==> src/rtl/pe3_align_cell.sv <==
// pe3_align_cell: pipelined 3-sequence alignment cell with saturation, local clamp and best-score tracking
module pe3_align_cell #(
  parameter int W = 12,
  parameter int S2W = 2,
  parameter int S3W = 3,
  parameter logic signed [W-1:0] GAP_PEN = W'(-2),
  parameter bit LOCAL = 1'b0,
  parameter int IDXW = 16
) (
  input  logic                   i_clk,
  input  logic                   i_rst_n,
  input  logic                   i_clr,
  input  logic                   i_in_valid,
  input  logic [7*W-1:0]         i_m_in,
  input  logic [7*W-1:0]         i_ixy_in,
  input  logic [7*W-1:0]         i_iyz_in,
  input  logic [7*W-1:0]         i_ixz_in,
  input  logic [7*W-1:0]         i_ix_in,
  input  logic [7*W-1:0]         i_iy_in,
  input  logic [7*W-1:0]         i_iz_in,
  input  logic signed [S2W-1:0]  i_score2ab,
  input  logic signed [S2W-1:0]  i_score2ac,
  input  logic signed [S2W-1:0]  i_score2bc,
  input  logic signed [S3W-1:0]  i_score3abc,
  output logic                   o_out_valid,
  output logic [7*W-1:0]         o_pe_out,
  output logic signed [W-1:0]    o_final_score,
  output logic signed [W-1:0]    o_best_score,
  output logic [IDXW-1:0]        o_best_idx,
  output logic [IDXW-1:0]        o_cell_cnt
);
  localparam logic signed [W-1:0] NEG_INF = {1'b1, {(W-1){1'b0}}};
  localparam logic signed [W-1:0] POS_MAX = {1'b0, {(W-1){1'b1}}};
  // In local mode the clamp turns the NEG_INF reset state into 0
  localparam logic signed [W-1:0] RST_VAL = LOCAL ? '0 : NEG_INF;

  function automatic logic signed [W-1:0] max7(input logic [7*W-1:0] v);
    logic signed [W-1:0] m;
    m = v[0 +: W];
    for (int e = 1; e < 7; e++) m = ($signed(v[e*W +: W]) > m) ? v[e*W +: W] : m;
    return m;
  endfunction

  logic [7*W-1:0]      w_in [7];
  logic signed [W:0]   w_add [7];
  logic signed [W:0]   w_sum [7];
  logic signed [W-1:0] w_sat [7];
  logic [7*W-1:0]      w_res;

  logic                r_v1;
  logic signed [W-1:0] r_max [7];
  logic signed [W:0]   r_add [7];
  logic                r_ov;
  logic [7*W-1:0]      r_pe;
  logic signed [W-1:0] r_final;
  logic signed [W-1:0] r_best;
  logic [IDXW-1:0]     r_idx;
  logic [IDXW-1:0]     r_cnt;

  assign w_in  = '{i_m_in, i_ixy_in, i_iyz_in, i_ixz_in, i_ix_in, i_iy_in, i_iz_in};
  assign w_add = '{
    {{(W+1-S3W){i_score3abc[S3W-1]}}, i_score3abc},
    {{(W+1-S2W){i_score2ab[S2W-1]}}, i_score2ab},
    {{(W+1-S2W){i_score2bc[S2W-1]}}, i_score2bc},
    {{(W+1-S2W){i_score2ac[S2W-1]}}, i_score2ac},
    {GAP_PEN[W-1], GAP_PEN},
    {GAP_PEN[W-1], GAP_PEN},
    {GAP_PEN[W-1], GAP_PEN}
  };

  // Stage 1: per-state max over the predecessor vector, addend capture
  always_ff @(posedge i_clk) begin
    if (!i_rst_n) begin
      r_v1 <= 1'b0;
      for (int e = 0; e < 7; e++) begin
        r_max[e] <= NEG_INF;
        r_add[e] <= '0;
      end
    end else begin
      r_v1 <= i_in_valid;
      if (i_in_valid) begin
        for (int e = 0; e < 7; e++) begin
          r_max[e] <= max7(w_in[e]);
          r_add[e] <= w_add[e];
        end
      end
    end
  end

  // Add score with sticky NEG_INF, saturate to W bits, optional local clamp
  always_comb begin
    w_res = '0;
    for (int e = 0; e < 7; e++) begin
      w_sum[e] = {r_max[e][W-1], r_max[e]} + r_add[e];
      w_sat[e] = (r_max[e] == NEG_INF) ? NEG_INF :
                 (w_sum[e][W] != w_sum[e][W-1]) ? (w_sum[e][W] ? NEG_INF : POS_MAX) :
                 w_sum[e][W-1:0];
      w_res[e*W +: W] = (LOCAL && w_sat[e][W-1]) ? '0 : w_sat[e];
    end
  end

  // Stage 2: register cell state vector and its overall maximum
  always_ff @(posedge i_clk) begin
    if (!i_rst_n) begin
      r_ov    <= 1'b0;
      r_pe    <= {7{RST_VAL}};
      r_final <= RST_VAL;
    end else begin
      r_ov <= r_v1;
      if (r_v1) begin
        r_pe    <= w_res;
        r_final <= max7(w_res);
      end
    end
  end

  // Tracker: count output beats and keep the first strictly-best score
  always_ff @(posedge i_clk) begin
    if (!i_rst_n || i_clr) begin
      r_best <= NEG_INF;
      r_idx  <= '0;
      r_cnt  <= '0;
    end else if (r_ov) begin
      r_cnt <= r_cnt + 1'b1;
      if (r_final > r_best) begin
        r_best <= r_final;
        r_idx  <= r_cnt;
      end
    end
  end

  assign o_out_valid   = r_ov;
  assign o_pe_out      = r_pe;
  assign o_final_score = r_final;
  assign o_best_score  = r_best;
  assign o_best_idx    = r_idx;
  assign o_cell_cnt    = r_cnt;
endmodule

==> config.mk <==
export PLATFORM = sky130hd
export DESIGN_NAME = pe3_align_cell
export DESIGN_NICKNAME = d
export VERILOG_FILES = /design/src/rtl/pe3_align_cell.sv
export SDC_FILE = /design/constraint.sdc
export NUM_CORES = 2
export LEC_CHECK = 0
export BUFFER_PORTS_ARGS = -buffer_cell sky130_fd_sc_hd__buf_2
export CORE_UTILIZATION = 40
export CTS_BUF_LIST = sky130_fd_sc_hd__clkbuf_16
export DETAILED_ROUTE_END_ITERATION = 10
export RECOVER_POWER = 25
export SETUP_SLACK_MARGIN = 0.02
export SLEW_MARGIN = 30
export SYNTH_ARGS = -nofsm -noshare
export SYNTH_HDL_FRONTEND = slang
export SYNTH_SLANG_ARGS = --single-unit
==> constraint.sdc <==
create_clock -name i_clk -period 21.4 [get_ports i_clk]
set_input_delay 2.14 -clock i_clk [delete_from_list [all_inputs] [get_ports i_clk]]
set_output_delay 2.14 -clock i_clk [all_outputs]
set_load 0.05 [all_outputs]
==> impl_metrics.yaml <==
outcome:
  run_status: "finished, violations left"
  failed_checks: "capacitance limit, slew limit"
sta:
  fmaxAchievable_mhz: 61.1
  fin_crit_ps: 16360
  period_share_pct: 76.5
  maxSlewViolCount: 150
  slew_headroom_pct: -104
  finalHoldViolations: 0
  worst_pin_slew_ps: 3070
  setup_tns_ps: 0
  setup_viol: 0
  rsz0062_at_grt: "no"
  finClkSkew_ps: 10.4
worst_setup_path:
  cpMostUsedCell: "o21a_1"
  path_max_fanout: 19
  cp.required_ps: 21880
  critPathKind: "reg -> reg"
  end_kind: "flip-flop"
  crit_arrival_ps: 16840
  cp_slowest_cell: "edfxtp_1"
  crit_path_start_kind: "flip-flop"
  slowest_delay_ps: 580
synth:
  synthArstFlopShare_pct: 0
  avgSynthCellArea_um2: 8.02
  yosys.area_share.simple_pct: 18.0
  synth.mux.area_fraction_pct: 8.13
  ys.flop_type: "dfxtp_1"
  synth_compound_area_share_pct: 27.0
  synth_fa_ha_area_share_pct: 24.1
  yosysSeqAreaShare_pct: 16.1
  synthCells: 4441
  ys_ff_latch: 238
  ys_types: 92
  synth-edff-count: 95
  ys_warn_count: 0
  synth_top_family_by_area: "compound AO/OA/AOI/OAI gates"
  syn_area_um2: 35600
  synth_xor_area_share_pct: 1.77
  syn_nets: 5720
floorplanning:
  row_count: 109
  placeableCoreArea_um2: 88200
  ios: 742
  die_y_um: 300
  dieArea_um2: 90200
  die_x_um: 300
  start_util_pct: 40.3
clock_tree:
  cts_tree: "done"
  cts_buffers: 30
  cts.sinks: 238
  cts.reportedPaths.clkPinSlew_ps: 70
  post_cts_buffers: 0
  htreeDepth: 1
  clock_latency_ps: 590
  cts-hold-fix-buffers: 0
  cts_resized: 0
  cts-root-buf: "clkbuf_16"
  clk_path_buf_depth: 3
final_layout:
  nets: 6361
  areaGrowthSynthToFinish_pct: 16.5
  layout_common_cells: "687 x buf_2, 671 x ha_1, 332 x nor2_1"
  final_common_cell: "buf_2"
  layout-drive-gt1-share_pct: 18.5
placement:
  hpwl_mm: 104
  io_buffer_count: 741
  gp_congestion: 0.984
detailed_routing:
  drt_first_pass_iters: 6
  routed_via_density: 5.71
  routed-via-count: 35910
  wl_mm: 123
  drt_iter0_markers: 2441
  postRouteAntennaNets: 0
  wire_per_inst_um: 19.6
  drc: 0
global_route:
  grt_pass1_wl_mm: 187
  antenna_found_initial: 23
  overflow: 0
  grt_max_degree: 77
  grt_usage_pct: 26.0
  grt_pass1_vias: 34108
worst_hold_path:
  hold_class: "reg -> reg"
run:
  maxCapViolCount: 3
-- cell families after synthesis --
logic type                 after synthesis
AOI/OAI and AO/OA                     1427
xor gates and xnor gates                72
adders and majority gates              681
buffers and inverters                  471
DFF                                    238
muxes                                  280
and+or+nand+nor                       1272
-- stage by stage --
stage / cells / worst slack [ps] / hold WS (ps) / utilization [%] / cell area [µm²]
6_report: 6290 / 5040 / 469 / 47.0 / 41500
5_1_grt: 6290 / 3790 / 497 / 47.0 / 41500
3_5_place_dp: 6215 / 4590 / 451 / 45.9 / 40500
3_3_place_gp: 6215 / 4780 / 451 / 45.9 / 40500
4_1_cts: 6271 / 5120 / 466 / 47.0 / 41500
2_1_floorplan: 4441 / 5920 / 626 / - / 35600
-- layer usage --
layer / track usage, % / vias up / share of wire (%)
met5: 0 / - / 0.032
met4: 6.95 / 6 / 3.0
met3: 3.88 / 204 / 6.0
met2: 44.5 / 1052 / 47
met1: 33.7 / 16645 / 44
li1: - / 18003 / -
-- registers in the layout, indices dropped and copies added, names as in the netlist --
name	cells
o_pe_out	84
r_max	84
o_best_idx	16
o_cell_cnt	16
o_best_score	12
o_final_score	12
r_add	12
o_out_valid	1
r_v1	1
-- final cells by class --
type | instances | area, µm²
Fill cell | 8935 | 46800
Multi-Input combinational cell | 3732 | 28200
Sequential cell | 238 | 5720
Timing Repair Buffer | 784 | 3960
Tap cell | 1165 | 1460
Inverter | 296 | 1110
Clock buffer | 33 | 826
Clock inverter | 23 | 161
Antenna cell | 19 | 47.5
-- worst paths after layout --
path | start | end | slack, ps | cells past startpoint
max reg2reg | r_add[0][11]$_SDFFCE_PN0P_ | o_final_score[2]$_SDFFE_PN0P_ | 5040 | 70
min reg2reg | o_pe_out[83]$_SDFFE_PN1P_ | o_pe_out[83]$_SDFFE_PN1P_ | 470 | 2
max | r_add[0][11]$_SDFFCE_PN0P_ | o_final_score[2]$_SDFFE_PN0P_ | 5040 | 70
min | o_pe_out[83]$_SDFFE_PN1P_ | o_pe_out[83]$_SDFFE_PN1P_ | 470 | 2
-- critical path: cells and delay by family, from the launching register on --
kind,cells,cell delay (ps)
AOI/OAI and AO/OA,41,9110
xor gates and xnor gates,1,520
adders and majority gates,8,2670
buffers and inverters,1,230
DFF,1,580
and+or+nand+nor,19,3110
-- Yosys cell counts, types with 124 or more instances --
library cell	count	share of area [%]
o21a_1	241	5.1
nand3_1	124	1.7
a21oi_1	321	4.5
ha_1	671	24
nor2_1	332	3.5
inv_1	295	3.1
nor2b_1	128	2.2
nand2_1	249	2.6
o21ai_0	255	3.6
mux2i_1	210	5.9
clkbuf_1	154	1.6
dfxtp_1	143	8.0
Power is not shown: default switching activity piles up to over one toggle a cycle in this logic, so the estimate is an artifact.
